## config.mk

```make
export PLATFORM = sky130hd
export DESIGN_NAME = gyro_link_seq
export DESIGN_NICKNAME = d
export VERILOG_FILES = /design/src/rtl/gyro_link_seq.sv
export SDC_FILE = /design/constraint.sdc
export NUM_CORES = 1
export LEC_CHECK = 0
export CAP_MARGIN = 20
export CORE_UTILIZATION = 35
export CTS_BUF_LIST = sky130_fd_sc_hd__clkbuf_4 sky130_fd_sc_hd__clkbuf_8 sky130_fd_sc_hd__clkbuf_16
export DETAILED_ROUTE_END_ITERATION = 8
export HOLD_SLACK_MARGIN = 0.08
export PLACE_DENSITY = 0.65
export SYNTH_ARGS = -nofsm -noshare
export SYNTH_HDL_FRONTEND = slang
export SYNTH_SLANG_ARGS = --single-unit
```

## constraint.sdc

```tcl
create_clock -name ACLK -period 3.73 [get_ports ACLK]
set_clock_uncertainty 0.2 [all_clocks]
set_input_delay 0.746 -clock ACLK [delete_from_list [all_inputs] [get_ports ACLK]]
set_output_delay 0.746 -clock ACLK [all_outputs]
set_load 0.05 [all_outputs]
```

## src/rtl/gyro_link_seq.sv

```systemverilog
// gyro_link_seq: run sequencer for the gyro tester DSYNC/DTX/DRX link to the HSI ASIC.
// Resets and arms the link, feeds 32-bit TX words from the FIFO, the pattern generator or
// zeros, counts frames in both directions and drains the RX path before reporting done.
// Build option: define GYRO_SEQ_PATTERN_EN to compile the pattern source; without it,
// cfg_src = 1 acts as the zero source and pat_next is tied low.
`timescale 1ns/1ps

module gyro_link_seq #(
  parameter int unsigned LINK_RST_CYCLES = 16,
  parameter int unsigned ARM_CYCLES      = 64,
  parameter int unsigned CNT_W           = 16
) (
  input  logic             ACLK,
  input  logic             ARESETn,
  // run control
  input  logic             cfg_start,
  input  logic             cfg_stop,
  input  logic [1:0]       cfg_src,
  input  logic             cfg_rx_bypass,
  input  logic [CNT_W-1:0] cfg_num_frames,
  input  logic [7:0]       cfg_flush_cycles,
  // TX sources
  input  logic [31:0]      tx_fifo_data,
  input  logic             tx_fifo_empty,
  output logic             tx_fifo_rd,
  input  logic [31:0]      pat_data,
  output logic             pat_next,
  // serializer handoff
  output logic [31:0]      ser_word,
  output logic             ser_valid,
  input  logic             ser_ready,
  // deserializer
  input  logic             rx_word_valid,
  // link controls
  output logic             link_rst_n,
  output logic             dsync_en,
  output logic             rx_enable,
  output logic             rx_bypass,
  // status
  output logic             busy,
  output logic             done,
  output logic             rx_timeout,
  output logic             underrun_irq,
  // observability
  output logic [2:0]       state,
  output logic [CNT_W-1:0] frames_sent,
  output logic [CNT_W-1:0] frames_rcvd,
  output logic [CNT_W-1:0] underruns
);

  typedef enum logic [2:0] {
    StIdle    = 3'd0,
    StLinkRst = 3'd1,
    StArm     = 3'd2,
    StRun     = 3'd3,
    StDrain   = 3'd4,
    StDone    = 3'd5
  } state_e;

  // One shared phase timer covers link reset, arm and drain; 16 bits fits all three.
  localparam int unsigned    TmrW    = 16;
  localparam logic [TmrW-1:0] RstLast = TmrW'(LINK_RST_CYCLES - 1);
  localparam logic [TmrW-1:0] ArmLast = TmrW'(ARM_CYCLES - 1);
  localparam logic [TmrW-1:0] TmrOne  = TmrW'(1);
  localparam logic [CNT_W-1:0] CntMax = '1;
  localparam logic [CNT_W-1:0] CntOne = CNT_W'(1);

  state_e           state_q, state_d;
  logic [TmrW-1:0]  tmr_q, tmr_d;
  logic [1:0]       src_q, src_d;
  logic             bypass_q, bypass_d;
  logic [CNT_W-1:0] sent_q, sent_d;
  logic [CNT_W-1:0] rcvd_q, rcvd_d;
  logic [CNT_W-1:0] under_q, under_d;
  logic             timeout_q, timeout_d;
  logic             irq_q, irq_d;
  logic             link_rst_n_q, dsync_q, busy_q, done_q;

  logic             xfer;
  logic             src_fifo;
  logic             src_pat;
  logic             rx_counting;
  logic [CNT_W-1:0] sent_inc;

  // Counters stick at all-ones rather than wrapping.
  function automatic logic [CNT_W-1:0] sat_inc(input logic [CNT_W-1:0] v);
    return (v == CntMax) ? v : v + CntOne;
  endfunction

  assign ser_valid   = (state_q == StRun);
  assign xfer        = ser_valid & ser_ready;
  assign src_fifo    = (src_q == 2'd0);
  assign rx_counting = (state_q == StArm) || (state_q == StRun) || (state_q == StDrain);
  assign sent_inc    = sat_inc(sent_q);

`ifdef GYRO_SEQ_PATTERN_EN
  assign src_pat  = (src_q == 2'd1);
  assign pat_next = xfer & src_pat;
`else
  logic unused_pat;
  assign src_pat    = 1'b0;
  assign pat_next   = 1'b0;
  assign unused_pat = ^pat_data;
`endif

  assign tx_fifo_rd = xfer & src_fifo & ~tx_fifo_empty;

  // TX word mux; an empty FIFO sends zeros so the serializer always has a word.
  always_comb begin
    ser_word = 32'h0;
    if (ser_valid) begin
      if (src_fifo) begin
        if (!tx_fifo_empty) begin
          ser_word = tx_fifo_data;
        end
`ifdef GYRO_SEQ_PATTERN_EN
      end else if (src_pat) begin
        ser_word = pat_data;
`endif
      end
    end
  end

  // Next-state, phase timer, counters and sticky flags.
  always_comb begin
    state_d   = state_q;
    tmr_d     = tmr_q;
    src_d     = src_q;
    bypass_d  = bypass_q;
    sent_d    = sent_q;
    rcvd_d    = rcvd_q;
    under_d   = under_q;
    timeout_d = timeout_q;
    irq_d     = 1'b0;

    if (xfer) begin
      sent_d = sent_inc;
      if (src_fifo && tx_fifo_empty) begin
        under_d = sat_inc(under_q);
        irq_d   = 1'b1;
      end
    end
    if (rx_word_valid && rx_counting) begin
      rcvd_d = sat_inc(rcvd_q);
    end

    unique case (state_q)
      StIdle, StDone: begin
        // Start beats a simultaneous stop; stop alone does nothing here.
        if (cfg_start) begin
          state_d   = StLinkRst;
          tmr_d     = '0;
          src_d     = cfg_src;
          bypass_d  = cfg_rx_bypass;
          sent_d    = '0;
          rcvd_d    = '0;
          under_d   = '0;
          timeout_d = 1'b0;
        end
      end
      StLinkRst: begin
        if (tmr_q == RstLast) begin
          state_d = StArm;
          tmr_d   = '0;
        end else begin
          tmr_d = tmr_q + TmrOne;
        end
      end
      StArm: begin
        if (cfg_stop) begin
          state_d = StDrain;
          tmr_d   = '0;
        end else if (tmr_q == ArmLast) begin
          state_d = StRun;
          tmr_d   = '0;
        end else begin
          tmr_d = tmr_q + TmrOne;
        end
      end
      StRun: begin
        if (cfg_stop ||
            (xfer && (cfg_num_frames != '0) && (sent_inc == cfg_num_frames))) begin
          state_d = StDrain;
          tmr_d   = '0;
        end
      end
      StDrain: begin
        if (rcvd_q == sent_q) begin
          state_d = StDone;
        end else if (tmr_q == TmrW'(cfg_flush_cycles)) begin
          state_d   = StDone;
          timeout_d = 1'b1;
        end else begin
          tmr_d = tmr_q + TmrOne;
        end
      end
      default: begin
        state_d = StIdle;
      end
    endcase
  end

  // State, counters and link controls; controls are decoded from the next state so they
  // change on the same edge as the state.
  always_ff @(posedge ACLK or negedge ARESETn) begin
    if (!ARESETn) begin
      state_q      <= StIdle;
      tmr_q        <= '0;
      src_q        <= 2'd0;
      bypass_q     <= 1'b0;
      sent_q       <= '0;
      rcvd_q       <= '0;
      under_q      <= '0;
      timeout_q    <= 1'b0;
      irq_q        <= 1'b0;
      link_rst_n_q <= 1'b1;
      dsync_q      <= 1'b0;
      busy_q       <= 1'b0;
      done_q       <= 1'b0;
    end else begin
      state_q      <= state_d;
      tmr_q        <= tmr_d;
      src_q        <= src_d;
      bypass_q     <= bypass_d;
      sent_q       <= sent_d;
      rcvd_q       <= rcvd_d;
      under_q      <= under_d;
      timeout_q    <= timeout_d;
      irq_q        <= irq_d;
      link_rst_n_q <= (state_d != StLinkRst);
      dsync_q      <= (state_d == StArm) || (state_d == StRun) || (state_d == StDrain);
      busy_q       <= (state_d == StLinkRst) || (state_d == StArm) ||
                      (state_d == StRun) || (state_d == StDrain);
      done_q       <= (state_d == StDone);
    end
  end

  assign state        = state_q;
  assign link_rst_n   = link_rst_n_q;
  assign dsync_en     = dsync_q;
  assign rx_enable    = dsync_q;
  assign rx_bypass    = bypass_q;
  assign busy         = busy_q;
  assign done         = done_q;
  assign rx_timeout   = timeout_q;
  assign underrun_irq = irq_q;
  assign frames_sent  = sent_q;
  assign frames_rcvd  = rcvd_q;
  assign underruns    = under_q;

endmodule

```

# Yosys cells after proc, flatten, opt, wreduce, memory -nomap -nowiden
# Index checks and enable logic that the tools add are counted.
# word_totals
rom_bits	0
n_memories	0
output_inout_bits	94
register_bits	76
ram_bits	0
latch_bits	0
# op_classes
mux	38
order_cmp	0
n_div	0
multipliers	0
bitwise	4
n_addsub	4
eq_ne	24
n_reduce_logical	21
shift	0
# ops
cell	count
2-to-1 mux 16 bit	20
2-to-1 mux 32 bit	3
one-hot mux 16 bit (5 select lines)	1
adder 16 x 1 -> 16 bit (second input constant)	4
== test 16 bit (second input constant)	3
== test 16 bit	2
2-to-1 mux 3 bit	7
== test 16 x 4 -> 1 bit (second input constant)	1
== test 16 x 6 -> 1 bit (second input constant)	1
== test 16 x 8 -> 1 bit	1
nonzero test 16 bit	1
one-hot mux 3 bit (5 select lines)	1
== test 3 x 2 -> 1 bit (second input constant)	4
== test 3 bit (second input constant)	4
logical OR 1 bit	8
== test 3 x 1 -> 1 bit (second input constant)	2
!= test 2 bit (second input constant)	3
2-to-1 mux 1 bit	5
AND reduction 5 bit	1
nonzero test 5 bit	1
logical AND 1 bit	4
!= test 2 x 1 -> 1 bit (second input constant)	2
AND reduction 4 bit	1
AND 1 bit	3
other kinds (8)	8

# Logic depth before layout (Yosys ltp)
# Gate-level depths: netlist of run 1.
# logic_depth
word_depth	11
depth_mapped	11
depth_no_buf	9

# Least setup slack after synthesis of run 1
# No wires, ideal clock.
# synth_path
path_kind	register to output
from	register state_q[0], in the netlist state[0]
to	output tx_fifo_rd
n_path_buf	1
arrival_time_ns	3.178
path_stages_with_launch	7
required_time_ns	2.784
slack_ns	-0.394
cell_sequence	dfrtp_1 nor2b_1 nand2_1 inv_1 nand2_1 clkbuf_1 nor4_1
# synth_via
elab_chain_cells	4
# synth_rtl
item	line	source
start, declared	68	state_e state_q, state_d;
start signal, assigned	207	state_q <= StIdle;
start signal, assigned	221	state_q <= state_d;
== test 3 x 2 -> 1 bit	90	assign ser_valid = (state_q == StRun);
net ser_valid	30	output logic ser_valid,
AND 1 bit	91	assign xfer = ser_valid & ser_ready;
AND 1 bit (2 in a row)	106	assign tx_fifo_rd = xfer & src_fifo & ~tx_fifo_empty;
end, declared	25	output logic tx_fifo_rd,
# The timed path passes the listed nets, and every way through them passes these cells.

# Final worst setup path of run 1
# layout_path
from	register sent_q[1], in the netlist frames_sent[1]
to	register dsync_q, in the netlist dsync_en
# layout_via
elab_chain_cells	10
# layout_rtl
item	line	source
start, declared	72	logic [CNT_W-1:0] sent_q, sent_d;
start signal, assigned	225	sent_q <= sent_d;
adder 16 x 1 -> 16 bit or == test 16 bit (tied branches)	87	return (v == CntMax) ? v : v + CntOne;
2-to-1 mux 16 bit	87	
== test 16 bit	182	(xfer && (cfg_num_frames != '0) && (sent_inc == cfg_num_frames))) begin
logical AND 1 bit	182	
logical OR 1 bit	181	if (cfg_stop ||
2-to-1 mux 3 bit	181	
one-hot mux 3 bit (5 select lines) (*)	147	unique case (state_q)
== test 3 x 2 -> 1 bit	231	dsync_q <= (state_d == StArm) || (state_d == StRun) || (state_d == StDrain);
logical OR 1 bit	231	
logical OR 1 bit (*)	231	
end signal, assigned	231	
end, declared	77	logic link_rst_n_q, dsync_q, busy_q, done_q;
# Mark *: on every way between the ends. The rest lies on a longest branch, timed or not.
# A chain may end at the register's enable or synchronous reset.

==> impl_metrics.prom, run 1 <==
# TYPE chip_impl_metric gauge
chip_impl_info{name="status",value="complete, but fails checks"} 1
chip_impl_info{name="violated_checks",value="DRC"} 1
chip_impl_metric{name="dieWidth",unit="µm"} 125
chip_impl_metric{name="critical_path_peak_fanout",unit=""} 20
chip_impl_info{name="synth.area.top_cells",value="sky130_fd_sc_hd__dfrtp_1 36%, sky130_fd_sc_hd__xnor2_1 7.8%, sky130_fd_sc_hd__nor2_1 5.0%"} 1
chip_impl_metric{name="fin_crit_sh",unit="%"} 92.2
chip_impl_metric{name="synth_top_area_share",unit="%"} 35.5
chip_impl_metric{name="i_o_pin_count",unit=""} 192
chip_impl_metric{name="detail_route.wl_per_cell",unit="µm"} 16.7
chip_impl_metric{name="gp_congestion",unit=""} 0.874
chip_impl_metric{name="tritoncts.num_buffers",unit=""} 9
chip_impl_metric{name="final_cell_count_no_fill",unit=""} 971
chip_impl_metric{name="tightestPinTransition",unit="ns"} 0.786
chip_impl_info{name="worst-setup-path-type",value="flip-flop to flip-flop"} 1
chip_impl_metric{name="vdd_drop_max",unit="V"} 0.000213
chip_impl_metric{name="ctsLongestPathBuffers",unit=""} 2
chip_impl_metric{name="floorplan.initialDensity",unit="%"} 36.1
chip_impl_metric{name="antenna_found_initial",unit=""} 0
chip_impl_metric{name="detailedPlace.worstSlack",unit="ns"} 0.213
chip_impl_metric{name="drive_above_1_share",unit="%"} 11.4
chip_impl_metric{name="nNetsFinal",unit=""} 884
chip_impl_metric{name="whs",unit="ns"} 0.0837
chip_impl_metric{name="floorplan.core_area",unit="µm²"} 14600
chip_impl_metric{name="worst-endpoint-required",unit="ns"} 3.78
chip_impl_metric{name="setup_fix_buffers_added_after_clock_tree_synthesis",unit=""} 0
chip_impl_metric{name="postSynthNetCount",unit=""} 737
chip_impl_info{name="clock_tree_from_tritoncts",value="done"} 1
chip_impl_info{name="clock_tree.root_cell",value="sky130_fd_sc_hd__clkbuf_16"} 1
chip_impl_metric{name="netlist-cell-type-count",unit=""} 65
chip_impl_info{name="rsz0062_at_grt",value="no"} 1
chip_impl_metric{name="setup_viols_final",unit=""} 0
chip_impl_metric{name="place_hpwl",unit="µm"} 12000
chip_impl_metric{name="place_area",unit="µm²"} 7370
chip_impl_info{name="post-synth-top-area-cell",value="sky130_fd_sc_hd__dfrtp_1"} 1
chip_impl_metric{name="clkSinkCount",unit=""} 76
chip_impl_metric{name="cap_viol_max_count",unit=""} 0
chip_impl_metric{name="via_per_inst",unit=""} 5.45
chip_impl_metric{name="hold_viol_final",unit=""} 0
chip_impl_info{name="setup_crit_start_kind",value="flip-flop"} 1
chip_impl_info{name="max_used_layer",value="met4"} 1
chip_impl_metric{name="fin_total_pwr",unit="mW"} 1.92
chip_impl_metric{name="max_clock_freq",unit="GHz"} 0.291
chip_impl_info{name="ys.flop_type",value="sky130_fd_sc_hd__dfrtp_1"} 1
chip_impl_metric{name="htreeDepth",unit=""} 3
chip_impl_metric{name="grt_start_max_net_pins",unit=""} 77
chip_impl_metric{name="met1Wirelength",unit="µm"} 6860
chip_impl_metric{name="final_core_util",unit="%"} 52.8
chip_impl_metric{name="drc_errors",unit=""} 6
chip_impl_metric{name="first_global_vias",unit=""} 5186
chip_impl_metric{name="p_per_area",unit="nW/µm²"} 248
chip_impl_metric{name="cts.reportedPaths.clkPinSlew",unit="ns"} 0.06
chip_impl_metric{name="cellLeakagePower",unit="nW"} 3.13
chip_impl_metric{name="asyncSetResetFlopFracSynth",unit="%"} 100
chip_impl_metric{name="fillCellCount",unit=""} 1338
chip_impl_metric{name="ff2ff_setup_slack",unit="ns"} 0.29
chip_impl_metric{name="yosysWarnings",unit=""} 0
chip_impl_metric{name="post-route-min-period",unit="ns"} 3.44
chip_impl_metric{name="gr-usage-all-layers",unit="%"} 20.8
chip_impl_metric{name="synth_sequential_area_ratio",unit="%"} 36.0
chip_impl_metric{name="insertedDiodeCount",unit=""} 0
chip_impl_info{name="synth_most_common_cell",value="sky130_fd_sc_hd__dfrtp_1"} 1
chip_impl_info{name="most_common_library_cells_after_synthesis",value="75 x sky130_fd_sc_hd__dfrtp_1, 71 x sky130_fd_sc_hd__nor2_1, 60 x sky130_fd_sc_hd__nand2_1"} 1
chip_impl_metric{name="drt_iter0_markers",unit=""} 379
chip_impl_metric{name="insertion_delay",unit="ns"} 0.33
chip_impl_metric{name="die-area",unit="µm²"} 15600
chip_impl_metric{name="report.final.slew_viol_count",unit=""} 0
chip_impl_metric{name="die_h",unit="µm"} 125
chip_impl_metric{name="cts_hold_buffers",unit=""} 0
chip_impl_metric{name="grt_remaining_overflow",unit=""} 0
chip_impl_metric{name="wire_length_of_the_first_global_routing_pass",unit="µm"} 26000
chip_impl_metric{name="cts-resized-gates",unit=""} 0
chip_impl_metric{name="dp_cells",unit=""} 954
chip_impl_metric{name="port-buffer-count",unit=""} 158
chip_impl_info{name="cp-end-kind",value="flip-flop"} 1
chip_impl_metric{name="total_negative_setup_slack",unit="ns"} 0
chip_impl_metric{name="wire_length_after_detailed_routing",unit="µm"} 16200
chip_impl_metric{name="ys_seq_elements",unit=""} 76
chip_impl_metric{name="post-route-worst-setup-slack",unit="ns"} 0.291
chip_impl_metric{name="num_vias",unit=""} 5295
chip_impl_metric{name="rows",unit=""} 44
chip_impl_metric{name="worst_ep_arrival_time",unit="ns"} 3.49
chip_impl_metric{name="slew_headroom",unit="%"} 47.1
chip_impl_metric{name="wl_met2",unit="µm"} 7860
chip_impl_metric{name="detailroute.wirelength.met3",unit="µm"} 1340
chip_impl_metric{name="detail-route-antenna-nets",unit=""} 0
chip_impl_metric{name="fin_area",unit="µm²"} 7730
chip_impl_info{name="worst_hold_path_type",value="primary input to async pin"} 1
chip_impl_metric{name="syn-mean-instance-area",unit="µm²"} 8.32
chip_impl_metric{name="detailedRoute.firstPassIterationCount",unit=""} 7
chip_impl_metric{name="synth.cell_area",unit="µm²"} 5280
chip_impl_metric{name="syn2layout_area_growth",unit="%"} 46.5
chip_impl_metric{name="syn-instance-count",unit=""} 635
chip_impl_metric{name="synth-edff-count",unit=""} 0
placed cells by master (no fill, tap or decap), types with 3 or more instances in the layout:
master                            synthesis  routed
sky130_fd_sc_hd__o22ai_1                  3       3
sky130_fd_sc_hd__and4_1                   9       9
sky130_fd_sc_hd__and2_1                  38      38
sky130_fd_sc_hd__clkbuf_16                0       9
sky130_fd_sc_hd__inv_1                   16      16
sky130_fd_sc_hd__buf_12                   0      33
sky130_fd_sc_hd__nor2b_1                  4       4
sky130_fd_sc_hd__ha_1                     4       4
sky130_fd_sc_hd__o211ai_1                 4       4
sky130_fd_sc_hd__nand2_1                 60      60
sky130_fd_sc_hd__nor4_1                  15      13
sky130_fd_sc_hd__o21ai_0                 15      15
sky130_fd_sc_hd__or2_2                    3       3
sky130_fd_sc_hd__nor3b_1                  5       5
sky130_fd_sc_hd__xor2_1                  23      23
sky130_fd_sc_hd__or3_1                    6       6
sky130_fd_sc_hd__buf_4                    8      19
sky130_fd_sc_hd__clkdlybuf4s50_1          0     124
sky130_fd_sc_hd__nand3b_1                 6       6
sky130_fd_sc_hd__and3_1                  24      24
sky130_fd_sc_hd__a31oi_1                  7       7
sky130_fd_sc_hd__mux2i_1                  6       6
sky130_fd_sc_hd__xnor2_1                 47      47
sky130_fd_sc_hd__a21oi_1                 25      25
sky130_fd_sc_hd__nor2_1                  71      71
sky130_fd_sc_hd__nand4_1                 24      24
sky130_fd_sc_hd__nand3_1                 28      28
sky130_fd_sc_hd__nor3_1                  17      17
sky130_fd_sc_hd__mux2_2                   3       3
sky130_fd_sc_hd__o21ai_1                 13      13
sky130_fd_sc_hd__dfrtp_1                 75      75
sky130_fd_sc_hd__a211oi_1                 5       5
sky130_fd_sc_hd__nor4_2                   1       3
routing by layer:
layer	global-route usage [%]	vias up
met5	0	-
met4	5.24	0
met3	5.88	13
met2	35.7	218
met1	25.6	2547
li1	-	2517
power breakdown:
group          internal, mW  switching [mW]  total (mW)  leakage (nW)
sequential            0.824               0       0.824          1.02
clock                 0.610           0.362       0.972         0.160
combinational        0.0750          0.0441       0.119          1.95
total                  1.51           0.406        1.92          3.13
final timing paths:
| path | startpoint | cells past startpoint | end |
|---|---|---|---|
| worst min register to register | rx_bypass | 1 | rx_bypass |
| worst max register to register | frames_sent[1] | 10 | dsync_en |
| worst min-delay path | ARESETn | 1 | frames_sent[9] |
| max in group asynchronous | ARESETn | 2 | link_rst_n |
| worst max-delay path | frames_sent[1] | 10 | dsync_en |
| min in group ACLK | rx_bypass | 1 | rx_bypass |
final cells by class:
cell class	count	area [µm²]	area share (%)
Clock buffer	10	239	3.09
Clock inverter	6	93.8	1.21
Inverter	17	63.8	0.825
Multi-Input combinational cell	501	3130	40.5
Sequential cell	76	1900	24.6
Tap cell	184	230	2.98
Timing Repair Buffer	177	2070	26.8
registers in the layout (all words and copies together) (netlist names):
signal,count
link_rst_n,1
state,3
rx_timeout,1
src_q,2
underruns,16
tmr_q,16
dsync_en,1
underrun_irq,1
busy,1
frames_rcvd,16
rx_bypass,1
done,1
frames_sent,16
cell families (layout without fill, tap and decap cells):
logic type	count (synthesis)	count (layout)	share of synthesized area, %
buffers and inverters	58	210	5.16
and+or+nand+nor	325	325	33.0
AOI/OAI and AO/OA	91	91	11.1
other	1	1	0.0710
muxes	10	10	2.06
DFF	76	76	36.0
adders and majority gates	4	4	0.948
xor gates and xnor gates	70	70	11.6
worst max-delay path, cell delays in order (launching register included):
cell and delay [ns]:
sky130_fd_sc_hd__dfrtp_1 0.52, sky130_fd_sc_hd__ha_1 0.25, sky130_fd_sc_hd__nand3_2 0.19, sky130_fd_sc_hd__nor4_2 0.58, sky130_fd_sc_hd__o211ai_1 0.17, sky130_fd_sc_hd__o41a_1 0.14
sky130_fd_sc_hd__or4_1 0.56, sky130_fd_sc_hd__a2111oi_4 0.37, sky130_fd_sc_hd__buf_12 0.21, sky130_fd_sc_hd__nor2_2 0.06, sky130_fd_sc_hd__o22ai_2 0.09
No activity file was read; power rests on OpenSTA's default activity.
==> inputs of run 2 (changes only) <==
--- a/config.mk
+++ b/config.mk
@@ -7,10 +7,11 @@
 export LEC_CHECK = 0
 export CAP_MARGIN = 20
 export CORE_UTILIZATION = 35
-export CTS_BUF_LIST = sky130_fd_sc_hd__clkbuf_4 sky130_fd_sc_hd__clkbuf_8 sky130_fd_sc_hd__clkbuf_16
+export CTS_BUF_LIST = sky130_fd_sc_hd__clkbuf_2 sky130_fd_sc_hd__clkbuf_4 sky130_fd_sc_hd__clkbuf_8
 export DETAILED_ROUTE_END_ITERATION = 8
 export HOLD_SLACK_MARGIN = 0.08
 export PLACE_DENSITY = 0.65
+export SLEW_MARGIN = 20
 export SYNTH_ARGS = -nofsm -noshare
 export SYNTH_HDL_FRONTEND = slang
 export SYNTH_SLANG_ARGS = --single-unit
==> run 2 against run 1 <==
The flow still finishes with violations (DRC). Cell area fell by 1.6%. Setup slack improved by 0.028 ns. Utilization fell by 0.85 points. Sequential power barely moved. Final cell count fell by 0.10%. Non-clock buffer count fell by 1. First-iteration DRC count fell by 1.8%. Power fell by 12%. Flip-flop and latch count did not move. Register-to-register slack improved by 0.03 ns.
==> impl_metrics.prom, run 2 (synthesized netlist as in run 1, its figures left out) <==
# TYPE chip_impl_metric gauge
chip_impl_info{name="status",value="complete, but fails checks"} 1
chip_impl_info{name="violated_checks",value="DRC"} 1
chip_impl_info{name="timing.critical_path.cells",value="ha_1 > nand3_2 > nor4_2 > o211ai_1 > o41a_1 > or4_1 > a2111oi_4 > buf_12 > nor2_2 > o22ai_2"} 1
chip_impl_metric{name="cts_hold_buffers",unit=""} 0
chip_impl_metric{name="grt_remaining_overflow",unit=""} 0
chip_impl_info{name="clock_tree_from_tritoncts",value="done"} 1
chip_impl_metric{name="internal_power",unit="mW"} 1.30
chip_impl_metric{name="port-buffer-count",unit=""} 158
chip_impl_metric{name="whs",unit="ns"} 0.168
chip_impl_metric{name="critical_path_peak_fanout",unit=""} 20
chip_impl_info{name="clock_tree.root_cell",value="sky130_fd_sc_hd__clkbuf_8"} 1
chip_impl_metric{name="first_global_vias",unit=""} 5195
chip_impl_metric{name="clock_power_share",unit="%"} 44.3
chip_impl_info{name="critPathLaunch",value="frames_sent[1]"} 1
chip_impl_metric{name="drive_above_1_share",unit="%"} 11.3
chip_impl_metric{name="hold_viol_final",unit=""} 0
chip_impl_metric{name="cp_slowest_stage_delay",unit="ns"} 0.56
chip_impl_metric{name="tritoncts.num_buffers",unit=""} 9
chip_impl_metric{name="worst-endpoint-required",unit="ns"} 3.82
chip_impl_metric{name="total_negative_setup_slack",unit="ns"} 0
chip_impl_metric{name="drc_errors",unit=""} 6
chip_impl_metric{name="cts.reportedPaths.clkPinSlew",unit="ns"} 0.08
chip_impl_metric{name="cts-resized-gates",unit=""} 0
chip_impl_metric{name="post-route-min-period",unit="ns"} 3.41
chip_impl_metric{name="i_o_pin_count",unit=""} 192
chip_impl_metric{name="p_per_area",unit="nW/µm²"} 221
chip_impl_metric{name="power.share.combinational",unit="%"} 6.9
chip_impl_metric{name="worst-path-buf-inv",unit=""} 1
chip_impl_metric{name="total_switching_power",unit="mW"} 0.389
chip_impl_metric{name="detail_route.wl_per_cell",unit="µm"} 16.7
chip_impl_metric{name="slew_headroom",unit="%"} 47.2
chip_impl_metric{name="clkSinkCount",unit=""} 76
chip_impl_metric{name="via_per_inst",unit=""} 5.50
chip_impl_metric{name="power.share.sequential",unit="%"} 48.8
chip_impl_metric{name="insertedDiodeCount",unit=""} 0
chip_impl_metric{name="place_area",unit="µm²"} 7370
chip_impl_metric{name="dieWidth",unit="µm"} 125
chip_impl_info{name="cp-end-kind",value="flip-flop"} 1
chip_impl_metric{name="dp_cells",unit=""} 954
chip_impl_metric{name="report.final.slew_viol_count",unit=""} 0
chip_impl_metric{name="power_switching_share",unit="%"} 23.1
chip_impl_metric{name="setup_viols_final",unit=""} 0
chip_impl_metric{name="antenna_found_initial",unit=""} 0
chip_impl_metric{name="cellLeakagePower",unit="nW"} 3.07
chip_impl_info{name="worst_r2r_startpoint",value="frames_sent[1]"} 1
chip_impl_metric{name="cap_viol_max_count",unit=""} 0
chip_impl_info{name="mostFrequentLayoutCell",value="sky130_fd_sc_hd__clkdlybuf4s50_1"} 1
chip_impl_metric{name="fin_crit_sh",unit="%"} 91.5
chip_impl_metric{name="fillCellCount",unit=""} 1362
chip_impl_metric{name="syn2layout_area_growth",unit="%"} 44.1
chip_impl_metric{name="floorplan.core_area",unit="µm²"} 14600
chip_impl_metric{name="detailedRoute.firstPassIterationCount",unit=""} 8
chip_impl_metric{name="gp_congestion",unit=""} 0.874
chip_impl_metric{name="num_vias",unit=""} 5332
chip_impl_metric{name="wire_length_after_detailed_routing",unit="µm"} 16200
chip_impl_info{name="critPathSlowestCell",value="sky130_fd_sc_hd__nor4_2"} 1
chip_impl_info{name="setup_crit_start_kind",value="flip-flop"} 1
chip_impl_metric{name="place_hpwl",unit="µm"} 12000
chip_impl_metric{name="wire_length_of_the_first_global_routing_pass",unit="µm"} 26200
chip_impl_metric{name="detail-route-antenna-nets",unit=""} 0
chip_impl_metric{name="fin_total_pwr",unit="mW"} 1.69
chip_impl_info{name="rsz0062_at_grt",value="no"} 1
chip_impl_metric{name="gr-usage-all-layers",unit="%"} 21.0
chip_impl_metric{name="ctsLongestPathBuffers",unit=""} 2
chip_impl_metric{name="floorplan.initialDensity",unit="%"} 36.1
chip_impl_metric{name="tightestPinTransition",unit="ns"} 0.785
chip_impl_info{name="worst-setup-path-type",value="flip-flop to flip-flop"} 1
chip_impl_info{name="family_of_cells_with_the_greatest_summed_delay_on_the_critical_path",value="simple AND/OR/NAND/NOR gates"} 1
chip_impl_metric{name="fin_area",unit="µm²"} 7610
chip_impl_metric{name="htreeDepth",unit=""} 3
chip_impl_metric{name="die_h",unit="µm"} 125
chip_impl_metric{name="insertion_delay",unit="ns"} 0.37
chip_impl_metric{name="setup_fix_buffers_added_after_clock_tree_synthesis",unit=""} 0
chip_impl_metric{name="vdd_drop_max",unit="V"} 0.000165
chip_impl_metric{name="final_cell_count_no_fill",unit=""} 970
chip_impl_metric{name="max_clock_freq",unit="GHz"} 0.293
chip_impl_metric{name="worst_ep_arrival_time",unit="ns"} 3.50
chip_impl_info{name="layout.cells.most_common_list",value="124 x sky130_fd_sc_hd__clkdlybuf4s50_1, 75 x sky130_fd_sc_hd__dfrtp_1, 71 x sky130_fd_sc_hd__nor2_1"} 1
chip_impl_metric{name="drt_iter0_markers",unit=""} 372
chip_impl_metric{name="nNetsFinal",unit=""} 883
chip_impl_metric{name="die-area",unit="µm²"} 15600
chip_impl_metric{name="grt_start_max_net_pins",unit=""} 77
chip_impl_metric{name="rows",unit=""} 44
chip_impl_info{name="worst_hold_path_type",value="primary input to async pin"} 1
==> run 2: layer usage <==
| layer | wire length [µm] | track usage, % | up-vias |
|---|---|---|---|
| met1 | 6790 | 25.9 | 2552 |
| met5 | 0 | 0 | - |
| met3 | 1390 | 5.54 | 25 |
| met4 | 247 | 7.39 | 0 |
| li1 | - | - | 2518 |
| met2 | 7780 | 35.4 | 237 |
==> run 2: worst paths after layout <==
kind | to | slack, ns | cells past startpoint
worst max-delay path | dsync_en | 0.32 | 10
worst min-delay path | frames_sent[9] | 0.17 | 1
worst max register to register | dsync_en | 0.32 | 10
worst min register to register | rx_bypass | 0.32 | 1
max in group asynchronous | frames_rcvd[10] | 2.62 | 1
min in group ACLK | rx_bypass | 0.32 | 1
==> run 2: stage by stage <==
step	worst slack [ns]	util (%)
6_report	0.319	52.0
5_1_grt	0.129	52.0
4_1_cts	0.336	51.9
3_5_place_dp	0.213	50.4
3_3_place_gp	0.258	50.4
2_1_floorplan	0.191	-
==> run 2: power by group through the flow <==
stage / clock network [mW] / registers, mW / logic (mW)
detailed placement: 0 / 0.840 / 0.117
global placement: 0 / 0.840 / 0.116
global route: 0.790 / 0.823 / 0.127
floorplan: 0 / 0.840 / 0.0233
finish: 0.747 / 0.823 / 0.116
CTS: 0.758 / 0.823 / 0.118
==> run 2: layout make-up <==
| class | instances | area, µm² | area share (%) |
|---|---|---|---|
| Multi-Input combinational cell | 501 | 3130 | 41.2 |
| Timing Repair Buffer | 176 | 2050 | 26.9 |
| Sequential cell | 76 | 1900 | 25.0 |
| Tap cell | 184 | 230 | 3.03 |
| Clock buffer | 10 | 138 | 1.81 |
| Clock inverter | 6 | 93.8 | 1.23 |
| Inverter | 17 | 63.8 | 0.839 |
==> inputs of run 3 (changes only) <==
--- a/config.mk
+++ b/config.mk
@@ -11,7 +11,7 @@
 export DETAILED_ROUTE_END_ITERATION = 8
 export HOLD_SLACK_MARGIN = 0.08
 export PLACE_DENSITY = 0.65
-export SLEW_MARGIN = 20
+export SLEW_MARGIN = 0
 export SYNTH_ARGS = -nofsm -noshare
 export SYNTH_HDL_FRONTEND = slang
 export SYNTH_SLANG_ARGS = --single-unit
==> run 3 against run 2 <==
Sequential share of layout area shrank 0.11 points. First-iteration DRC count grew 2.2%. Setup slack lost 0.013 ns. Clock-buffer cell count is the same. Hold slack gained 0.15 ns. The flow still finishes with violations (DRC). Cell area grew 0.44%. Critical path type unchanged. Maximum frequency shrank 0.39%. Flip-flop and latch count is the same. Largest cell class unchanged. Combinational power grew 3%. Critical path depth is the same. Via count is essentially flat. Sequential power is essentially flat.
==> impl_metrics.prom, run 3 (synthesized netlist as in run 1, its figures left out) <==
# TYPE chip_impl_metric gauge
chip_impl_metric{name="place_area",unit="µm²"} 7370
chip_impl_metric{name="worst_ep_arrival_time",unit="ns"} 3.51
chip_impl_metric{name="i_o_pin_count",unit=""} 192
chip_impl_metric{name="first_global_vias",unit=""} 5195
chip_impl_info{name="worst_hold_path_type",value="flip-flop to flip-flop"} 1
chip_impl_metric{name="detail_route.wl_per_cell",unit="µm"} 16.8
chip_impl_info{name="critPathSlowestCell",value="sky130_fd_sc_hd__nor4_2"} 1
chip_impl_info{name="layout.cells.most_common_list",value="124 x sky130_fd_sc_hd__clkdlybuf4s50_1, 75 x sky130_fd_sc_hd__dfrtp_1, 71 x sky130_fd_sc_hd__nor2_1"} 1
chip_impl_metric{name="port-buffer-count",unit=""} 158
chip_impl_info{name="violated_checks",value="DRC"} 1
chip_impl_metric{name="num_vias",unit=""} 5333
chip_impl_metric{name="insertion_delay",unit="ns"} 0.37
chip_impl_metric{name="detailedRoute.firstPassIterationCount",unit=""} 7
chip_impl_info{name="mostFrequentLayoutCell",value="sky130_fd_sc_hd__clkdlybuf4s50_1"} 1
chip_impl_metric{name="wire_length_of_the_first_global_routing_pass",unit="µm"} 26200
chip_impl_metric{name="hold_viol_final",unit=""} 0
chip_impl_metric{name="grt_start_max_net_pins",unit=""} 77
chip_impl_metric{name="report.final.slew_viol_count",unit=""} 0
chip_impl_metric{name="floorplan.initialDensity",unit="%"} 36.1
chip_impl_metric{name="nNetsFinal",unit=""} 885
chip_impl_metric{name="tightestPinTransition",unit="ns"} 0.786
chip_impl_metric{name="die-area",unit="µm²"} 15600
chip_impl_metric{name="antenna_found_initial",unit=""} 0
chip_impl_info{name="rsz0062_at_grt",value="no"} 1
chip_impl_metric{name="post-route-worst-setup-slack",unit="ns"} 0.306
chip_impl_metric{name="drc_errors",unit=""} 6
chip_impl_metric{name="setup_viols_final",unit=""} 0
chip_impl_metric{name="power.share.sequential",unit="%"} 48.8
chip_impl_metric{name="multiInputGateArea",unit="µm²"} 3130
chip_impl_metric{name="detail-route-antenna-nets",unit=""} 0
chip_impl_metric{name="whs",unit="ns"} 0.317
chip_impl_metric{name="insertedDiodeCount",unit=""} 0
chip_impl_metric{name="tritoncts.num_buffers",unit=""} 9
chip_impl_metric{name="dieWidth",unit="µm"} 125
chip_impl_metric{name="fillCellCount",unit=""} 1361
chip_impl_info{name="timing.critical_path.cells",value="ha_1 > nand3_2 > nor4_2 > o211ai_1 > o41a_1 > or4_1 > a2111oi_4 > buf_12 > nor2_2 > o22ai_2"} 1
chip_impl_metric{name="gr-usage-all-layers",unit="%"} 21.0
chip_impl_info{name="clock_tree_from_tritoncts",value="done"} 1
chip_impl_metric{name="critical_path_peak_fanout",unit=""} 20
chip_impl_metric{name="via_per_inst",unit=""} 5.49
chip_impl_metric{name="rows",unit=""} 44
chip_impl_info{name="worst-setup-path-type",value="flip-flop to flip-flop"} 1
chip_impl_metric{name="slew_headroom",unit="%"} 47.1
chip_impl_metric{name="p_per_area",unit="nW/µm²"} 221
chip_impl_metric{name="wire_length_after_detailed_routing",unit="µm"} 16300
chip_impl_metric{name="ctsLongestPathBuffers",unit=""} 2
chip_impl_metric{name="cellLeakagePower",unit="nW"} 3.09
chip_impl_metric{name="fin_crit_sh",unit="%"} 91.8
chip_impl_metric{name="power.share.combinational",unit="%"} 7.1
chip_impl_metric{name="clkSinkCount",unit=""} 76
chip_impl_metric{name="fin_total_pwr",unit="mW"} 1.69
chip_impl_metric{name="worst-endpoint-required",unit="ns"} 3.82
chip_impl_info{name="clock_tree.root_cell",value="sky130_fd_sc_hd__clkbuf_8"} 1
chip_impl_metric{name="cap_viol_max_count",unit=""} 0
chip_impl_metric{name="fin_area",unit="µm²"} 7640
chip_impl_metric{name="place_hpwl",unit="µm"} 12000
chip_impl_metric{name="max_clock_freq",unit="GHz"} 0.292
chip_impl_metric{name="grt_remaining_overflow",unit=""} 0
chip_impl_metric{name="post-route-min-period",unit="ns"} 3.42
chip_impl_metric{name="seq_area",unit="µm²"} 1900
chip_impl_info{name="cp-end-kind",value="flip-flop"} 1
chip_impl_metric{name="internal_power",unit="mW"} 1.30
chip_impl_metric{name="cp_slowest_stage_delay",unit="ns"} 0.57
chip_impl_info{name="setup_crit_start_kind",value="flip-flop"} 1
chip_impl_metric{name="power_switching_share",unit="%"} 23.0
chip_impl_metric{name="gp_congestion",unit=""} 0.874
chip_impl_metric{name="drt_iter0_markers",unit=""} 380
chip_impl_metric{name="htreeDepth",unit=""} 3
chip_impl_metric{name="total_switching_power",unit="mW"} 0.388
chip_impl_metric{name="total_negative_setup_slack",unit="ns"} 0
chip_impl_info{name="status",value="complete, but fails checks"} 1
chip_impl_metric{name="drive_above_1_share",unit="%"} 11.4
chip_impl_metric{name="die_h",unit="µm"} 125
chip_impl_metric{name="detailedPlace.worstSlack",unit="ns"} 0.213
chip_impl_metric{name="floorplan.core_area",unit="µm²"} 14600
chip_impl_metric{name="vdd_drop_max",unit="V"} 0.000165
chip_impl_metric{name="syn2layout_area_growth",unit="%"} 44.7
chip_impl_metric{name="cts-resized-gates",unit=""} 0
chip_impl_metric{name="cts.reportedPaths.clkPinSlew",unit="ns"} 0.09
chip_impl_metric{name="clock_power_share",unit="%"} 44.1
## run 3: per-stage QoR
| step | util (%) | cells |
|---|---|---|
| after floorplan | - | 635 |
| after global placement | 50.4 | 954 |
| after detailed placement | 50.4 | 954 |
| after CTS | 51.9 | 970 |
| after global routing | 52.2 | 972 |
| final | 52.2 | 972 |
## run 3: layer usage
layer	vias up	GRT usage, %	wire [µm]
met3	28	5.54	1390
met4	0	7.39	265
li1	2516	-	-
met1	2548	25.9	6880
met2	241	35.4	7760
met5	-	0	0
## run 3: area by class of cell
class	instances	share of cell area (%)
well taps	184	3.01
inverters	17	0.835
clock buffers	10	1.80
repair buffers	178	27.2
multi-input cells	501	41.0
clock inverters	6	1.23
flip-flops and latches	76	24.9
## run 3: worst paths after layout
kind | startpoint | endpoint | slack, ns | cells after the start
worst min register to register | rx_bypass | rx_bypass | 0.32 | 1
worst min-delay path | rx_bypass | rx_bypass | 0.32 | 1
worst max register to register | frames_sent[1] | dsync_en | 0.31 | 10
worst max-delay path | frames_sent[1] | dsync_en | 0.31 | 10
min in group asynchronous | ARESETn | frames_sent[9] | 0.60 | 2
max in group asynchronous | ARESETn | link_rst_n | 2.14 | 3
## run 3: worst max-delay path, delay by kind of cell, from the launching register on
| family | cells | cell delay, ns |
|---|---|---|
| AND/OR/NAND/NOR | 4 | 1.37 |
| AO/OA/AOI/OAI | 4 | 0.77 |
| flip-flops | 1 | 0.53 |
| adder cells (fa/ha/maj) | 1 | 0.25 |
| buffers and inverters | 1 | 0.21 |
## run 3: repair_timing
action,CTS,global route
hold buffers,0,1
hold endpoints to repair,0,17
buffers inserted,0,0
## run 3: power groups by stage
stage | sequential, mW | combinational (mW) | clock (mW)
6_report | 0.823 | 0.120 | 0.744
2_1_floorplan | 0.840 | 0.0233 | 0
3_3_place_gp | 0.840 | 0.116 | 0
4_1_cts | 0.823 | 0.118 | 0.758
3_5_place_dp | 0.840 | 0.117 | 0
5_1_grt | 0.823 | 0.131 | 0.790
